$ cat config.mk
export PLATFORM = sky130hd
export DESIGN_NAME = uart_receiver_flat
export DESIGN_NICKNAME = d
export VERILOG_FILES = /design/src/rtl/uart_receiver_if.sv /design/src/rtl/uart_receiver.sv /design/src/flat_wrapper.sv
export SDC_FILE = /design/constraint.sdc
export NUM_CORES = 1
export LEC_CHECK = 0
export ABC_AREA = 1
export CORE_ASPECT_RATIO = 1.2
export CORE_MARGIN = 2
export CORE_UTILIZATION = 47
export DETAILED_ROUTE_END_ITERATION = 8
export GPL_TIMING_DRIVEN = 1
export PLACE_DENSITY = 0.68
export SYNTH_ARGS = -nofsm -noshare
export SYNTH_HDL_FRONTEND = slang
export SYNTH_SLANG_ARGS = --single-unit
$ cat constraint.sdc
create_clock -name clk -period 1.66 [get_ports clk]
set_input_delay 0.166 -clock clk [delete_from_list [all_inputs] [get_ports clk]]
set_output_delay 0.166 -clock clk [all_outputs]
set_load 0.005 [all_outputs]
$ cat src/rtl/uart_receiver_if.sv
// uart_receiver_if
//   Receive-side handshake bundle between the UART receiver and its consumer.
//   master : the receiver; drives the byte, valid and error flags, reads the ack
//   slave  : the consumer; reads the byte and flags, drives the ack
//   Signals:
//     rx_valid  byte available in rx_data, held until accepted
//     rx_data   received byte, stable while rx_valid=1
//     rx_ack    consumer accepts the byte (only meaningful with rx_valid=1)
//     overrun   sticky, a byte completed while the previous one was unaccepted
//     frame_err one-cycle pulse when a stop bit is sampled low
`timescale 1ns/1ps
interface uart_receiver_if;
  logic       rx_valid;
  logic [7:0] rx_data;
  logic       rx_ack;
  logic       overrun;
  logic       frame_err;

  modport master (
    output rx_valid,
    output rx_data,
    output overrun,
    output frame_err,
    input  rx_ack
  );

  modport slave (
    input  rx_valid,
    input  rx_data,
    input  overrun,
    input  frame_err,
    output rx_ack
  );
endinterface

$ cat src/rtl/uart_receiver.sv
// uart_receiver
//   8N1 UART receive front end, LSB first, WAIT clock cycles per bit.
//   Synchronises the raw line, validates the start bit at half-bit, samples
//   each data bit mid-bit and holds the byte in a one-entry valid/ack buffer.
//   Ports:
//     clk     system clock, rising edge
//     reset   asynchronous reset, active low
//     uart_rx raw serial line, idle high, asynchronous to clk
//     rx_bus  handshake bundle (master side): rx_valid, rx_data, rx_ack,
//             overrun, frame_err
//
//   state   | meaning
//   --------+-----------------------------------------------------------
//   S_IDLE  | line idle, waiting for a low level on the synchronised line
//   S_START | counting to half a bit to confirm the start bit
//   S_DATA  | sampling 8 data bits, one per WAIT cycles
//   S_STOP  | sampling the stop bit; deliver byte or flag framing error
//   S_BREAK | stop bit was low; wait for the line to return high
`timescale 1ns/1ps
module uart_receiver #(
  parameter int WAIT = 8
) (
  input  logic            clk,
  input  logic            reset,
  input  logic            uart_rx,
  uart_receiver_if.master rx_bus
);

  localparam int CW = $clog2(WAIT);
  localparam logic [CW-1:0] HALF_M1 = CW'(WAIT / 2 - 1);
  localparam logic [CW-1:0] FULL_M1 = CW'(WAIT - 1);

  typedef enum logic [2:0] {
    S_IDLE,
    S_START,
    S_DATA,
    S_STOP,
    S_BREAK
  } state_t;

  state_t      state_q, state_d;
  logic [CW-1:0] cnt_q, cnt_d;
  logic [2:0]  bit_idx_q, bit_idx_d;
  logic [7:0]  shift_q, shift_d;
  logic        sync1_q, sync2_q;
  logic        rx_valid_q, rx_valid_d;
  logic [7:0]  rx_data_q, rx_data_d;
  logic        overrun_q, overrun_d;
  logic        frame_err_q, frame_err_d;
  logic        rx_s;
  logic        deliver;
  logic        ack_take;

  // Two-flop synchroniser; flops reset high so reset never looks like a start.
  always_ff @(posedge clk or negedge reset) begin
    if (!reset) begin
      sync1_q <= 1'b1;
      sync2_q <= 1'b1;
    end else begin
      sync1_q <= uart_rx;
      sync2_q <= sync1_q;
    end
  end

  assign rx_s = sync2_q;

  always_ff @(posedge clk or negedge reset) begin
    if (!reset) begin
      state_q     <= S_IDLE;
      cnt_q       <= '0;
      bit_idx_q   <= '0;
      shift_q     <= '0;
      rx_valid_q  <= 1'b0;
      rx_data_q   <= '0;
      overrun_q   <= 1'b0;
      frame_err_q <= 1'b0;
    end else begin
      state_q     <= state_d;
      cnt_q       <= cnt_d;
      bit_idx_q   <= bit_idx_d;
      shift_q     <= shift_d;
      rx_valid_q  <= rx_valid_d;
      rx_data_q   <= rx_data_d;
      overrun_q   <= overrun_d;
      frame_err_q <= frame_err_d;
    end
  end

  always_comb begin
    state_d     = state_q;
    cnt_d       = cnt_q;
    bit_idx_d   = bit_idx_q;
    shift_d     = shift_q;
    deliver     = 1'b0;
    frame_err_d = 1'b0;

    case (state_q)
      S_IDLE: begin
        if (!rx_s) begin
          state_d = S_START;
          cnt_d   = '0;
        end
      end

      S_START: begin
        if (cnt_q == HALF_M1) begin
          cnt_d = '0;
          if (!rx_s) begin
            state_d   = S_DATA;
            bit_idx_d = '0;
          end else begin
            // Line went back high before half a bit: treat as a glitch.
            state_d = S_IDLE;
          end
        end else begin
          cnt_d = cnt_q + 1'b1;
        end
      end

      S_DATA: begin
        if (cnt_q == FULL_M1) begin
          shift_d = {rx_s, shift_q[7:1]};
          cnt_d   = '0;
          if (bit_idx_q == 3'd7) begin
            state_d = S_STOP;
          end else begin
            bit_idx_d = bit_idx_q + 3'd1;
          end
        end else begin
          cnt_d = cnt_q + 1'b1;
        end
      end

      S_STOP: begin
        if (cnt_q == FULL_M1) begin
          cnt_d = '0;
          if (rx_s) begin
            // Re-arm at mid-stop-bit; the rest of the stop bit is idle-high.
            deliver = 1'b1;
            state_d = S_IDLE;
          end else begin
            frame_err_d = 1'b1;
            state_d     = S_BREAK;
          end
        end else begin
          cnt_d = cnt_q + 1'b1;
        end
      end

      S_BREAK: begin
        if (rx_s) begin
          state_d = S_IDLE;
        end
      end

      default: begin
        state_d = S_IDLE;
      end
    endcase
  end

  // One-entry buffer. An ack in the delivery cycle frees the slot in time
  // for the new byte, so that case is neither a drop nor an overrun.
  assign ack_take = rx_bus.rx_ack & rx_valid_q;

  always_comb begin
    rx_valid_d = rx_valid_q;
    rx_data_d  = rx_data_q;
    overrun_d  = overrun_q;

    if (ack_take) begin
      rx_valid_d = 1'b0;
      overrun_d  = 1'b0;
    end

    if (deliver) begin
      if (!rx_valid_q || ack_take) begin
        rx_data_d  = shift_q;
        rx_valid_d = 1'b1;
      end else begin
        overrun_d = 1'b1;
      end
    end
  end

  assign rx_bus.rx_valid  = rx_valid_q;
  assign rx_bus.rx_data   = rx_data_q;
  assign rx_bus.overrun   = overrun_q;
  assign rx_bus.frame_err = frame_err_q;

endmodule
$ cat src/flat_wrapper.sv
// flat-port wrapper written by rule: the top's interface ports become plain ports
module uart_receiver_flat 
#(
  parameter int WAIT = 8
)
  (clk, reset, uart_rx, rx_bus_rx_valid, rx_bus_rx_data, rx_bus_overrun, rx_bus_frame_err, rx_bus_rx_ack);
  uart_receiver_if rx_bus_i ();
  input  logic clk;
  input  logic reset;
  input  logic uart_rx;
  output wire logic [$bits(rx_bus_i.rx_valid)-1:0] rx_bus_rx_valid;
  output wire logic [$bits(rx_bus_i.rx_data)-1:0] rx_bus_rx_data;
  output wire logic [$bits(rx_bus_i.overrun)-1:0] rx_bus_overrun;
  output wire logic [$bits(rx_bus_i.frame_err)-1:0] rx_bus_frame_err;
  input wire logic [$bits(rx_bus_i.rx_ack)-1:0] rx_bus_rx_ack;
  assign rx_bus_rx_valid = rx_bus_i.rx_valid;
  assign rx_bus_rx_data = rx_bus_i.rx_data;
  assign rx_bus_overrun = rx_bus_i.overrun;
  assign rx_bus_frame_err = rx_bus_i.frame_err;
  assign rx_bus_i.rx_ack = rx_bus_rx_ack;
  uart_receiver #(.WAIT(WAIT)) u_core (.clk(clk), .reset(reset), .uart_rx(uart_rx), .rx_bus(rx_bus_i));
endmodule
==> impl_metrics.json <==
{
  "outcome": "finished, final reports clean",
  "layoutNonFillerInstCount": 213,
  "track_usage": 0.1895,
  "final-hold-violation-count": 0,
  "totalWireLength_um": 2598,
  "syn_inst": 157,
  "drive_above_1_share": 0.1397,
  "cts_buffers": 5,
  "rows": 21,
  "netSwitchingFraction": 0.3449,
  "fin_tns_setup_ns": 0,
  "h-tree-depth": 2,
  "dpl.cell_count": 205,
  "fp.dieArea_um2": 3510,
  "grt_max_degree": 31,
  "die_w_um": 54.42,
  "drc": 0,
  "clk_pin_slew_ns": 0.10,
  "rr_startpoint": "u_core.cnt_q[0]",
  "insertion_delay_ns": 0.32,
  "cts_tree": "done",
  "busiest_layer": "met2",
  "cp_max_fo": 5,
  "clockBufferDepth": 2,
  "drt_iter0_drc": 38,
  "worst_pin_slew_ns": 0.3801,
  "drtPass1Iterations": 4,
  "start_kind": "flop",
  "hp-class": "in2async",
  "synth-seq-cells": 30,
  "grt.overflow.total": 0,
  "grt_antenna_before_repair": 0,
  "clock-sinks": 30,
  "maxCapViolCount": 0,
  "die_h_um": 64.51,
  "reg2reg_slack_ns": 0.18,
  "fin_worst_skew_ns": 0.01088,
  "yosys.area.top_type": "dfrtp_1",
  "clkPwrFrac": 0.277,
  "setup_viol": 0,
  "rsz0062_at_grt": "false",
  "r2r_cells": 8,
  "min_period_ns": 1.483,
  "nets": 187,
  "ant_nets": 0,
  "use_met2": 0.3087,
  "synth_area_leaders": "dfrtp_1, nand2_1, o21ai_2",
  "p_int_mw": 1.323,
  "dp_hpwl_um": 1944,
  "ys_types": 19,
  "grt_pass1_vias": 1117,
  "ctsHoldBuffers": 0,
  "p_seq_frac": 0.442,
  "area_growth_pct": 17.45,
  "cts_resized": 0,
  "syn_area_per_cell_um2": 9.133,
  "io_pins": 15,
  "diodes": 0,
  "gp_congestion": 0.8219,
  "wire_per_inst_um": 12.20,
  "port_buffers": 14,
  "arrival_ns": 1.75,
  "yosysSeqAreaShare": 0.5253,
  "syn-num-nets": 166,
  "synth.top_cell.area_share": 0.4887,
  "use_met1": 0.2173,
  "met3_usage": 0.06452,
  "worst_hold_slack_ns": 0.2114,
  "power_frac_comb": 0.281,
  "p_per_area_nw_per_um2": 1199,
  "root_buffer": "clkbuf_4",
  "yosysWarnings": 0,
  "viasPerCell": 4.981,
  "slew_headroom": 0.7439,
  "p_leak_nw": 0.8251,
  "end_kind": "flop",
  "p_sw_mw": 0.6966,
  "worstSetupPathType": "reg2reg",
  "rr_endpoint": "u_core.state_q[1]",
  "post_cts_buffers": 0,
  "irDropWorstVdd_v": 0.0008864,
  "clock.fmax_mhz": 674.2,
  "vias": 1061,
  "crit_required_ns": 1.92,
  "grt_pass1_wl_um": 4719,
  "drv_slew": 0,
  "initial_core_util": 0.5053,
  "finalPower_mw": 2.020,
  "coreArea_um2": 2838,
  "period_share": 0.8935,
  "syn_area_um2": 1434
}
placed cells by master (no fill, tap or decap), drive strengths merged:
master | synthesis | layout
buf | 2 | 2
nand2 | 46 | 46
dfstp | 2 | 2
dfrtp | 28 | 28
nand3 | 9 | 9
o21bai | 3 | 3
nand3b | 1 | 1
o21ai | 23 | 23
nand4 | 4 | 4
clkdlybuf4s50 | 0 | 14
inv | 23 | 23
o32ai | 1 | 1
clkbuf | 0 | 7
ha | 5 | 5
bufinv | 0 | 1
nor2 | 10 | 10
area by class of cell:
type	instances	area (um^2)
sequential	30	753.2
timing repair buffer	16	155.1
clock buffer	7	45.04
inverter	23	86.33
clock inverter	1	30.03
fill	249	1154
tap	34	42.54
multi-input combinational	102	571.8
per-layer routing:
layer,part of all wire,routed length (um)
met4,0.022,57
met2,0.51,1337
met3,0.029,75
met5,0,0
met1,0.43,1127
cells by family (layout without fill, tap and decap cells):
group                      count (synthesis)  after routing  synth area share
AOI/OAI and AO/OA                         27             27            0.1283
adders and majority gates                  5              5           0.04363
buffers and inverters                     25             47           0.07591
DFF                                       30             30            0.5253
and+or+nand+nor                           70             70            0.2269
flip-flops by register name, indices dropped and copies added, names as in the netlist:
register / cells
u_core.bit_idx_q: 3
u_core.cnt_q: 3
u_core.rx_bus.frame_err: 1
u_core.rx_bus.overrun: 1
u_core.rx_bus.rx_data: 8
u_core.rx_bus.rx_valid: 1
u_core.rx_s: 1
u_core.shift_q: 8
u_core.state_q: 3
u_core.sync1_q: 1
synth_stat cells (all sizes together):
| cell | n |
|---|---|
| ha | 5 |
| nand3b | 1 |
| nand4 | 4 |
| nand3 | 9 |
| dfstp | 2 |
| buf | 2 |
| o32ai | 1 |
| nor2 | 10 |
| inv | 23 |
| dfrtp | 28 |
| o21ai | 23 |
| nand2 | 46 |
| o21bai | 3 |
metrics by stage:
step | cell area [um^2] | worst slack [ns] | util
2_1_floorplan | 1434 | 0.2867 | -
3_3_place_gp | 1609 | 0.2335 | 0.5670
3_5_place_dp | 1609 | 0.1615 | 0.5670
4_1_cts | 1684 | 0.1607 | 0.5935
5_1_grt | 1684 | 0.04097 | 0.5935
6_report | 1684 | 0.1769 | 0.5935
how the worst max path moves through the flow:
stage	startpoint	end	slack, ns	cells after the start
after floorplan	u_core.cnt_q[0]	u_core.rx_bus.rx_data[5]	0.29	7
after global placement	rx_bus_rx_ack	u_core.rx_bus.rx_data[0]	0.23	6
after detailed placement	u_core.cnt_q[0]	u_core.state_q[1]	0.16	8
after CTS	u_core.cnt_q[0]	u_core.state_q[1]	0.16	8
after global routing	u_core.cnt_q[0]	u_core.state_q[1]	0.04	8
final	u_core.cnt_q[0]	u_core.state_q[1]	0.18	8
power by group through the flow:
stage	logic (mW)	registers, mW	clock network, mW
floorplan	0.435	0.885	0
global placement	0.528	0.901	0
detailed placement	0.567	0.907	0
CTS	0.570	0.892	0.581
global route	0.664	0.903	0.618
finish	0.567	0.893	0.560
worst max-delay path: stages, from the launching register on:
cell     delay [ns]
dfrtp_1        0.41
ha_1           0.20
nand2_1        0.08
buf_4          0.16
nand3_1        0.10
nand2_1        0.06
nor2_1         0.20
nand3_1        0.11
nand2_1        0.10
Power figures use the tool's default switching activity.
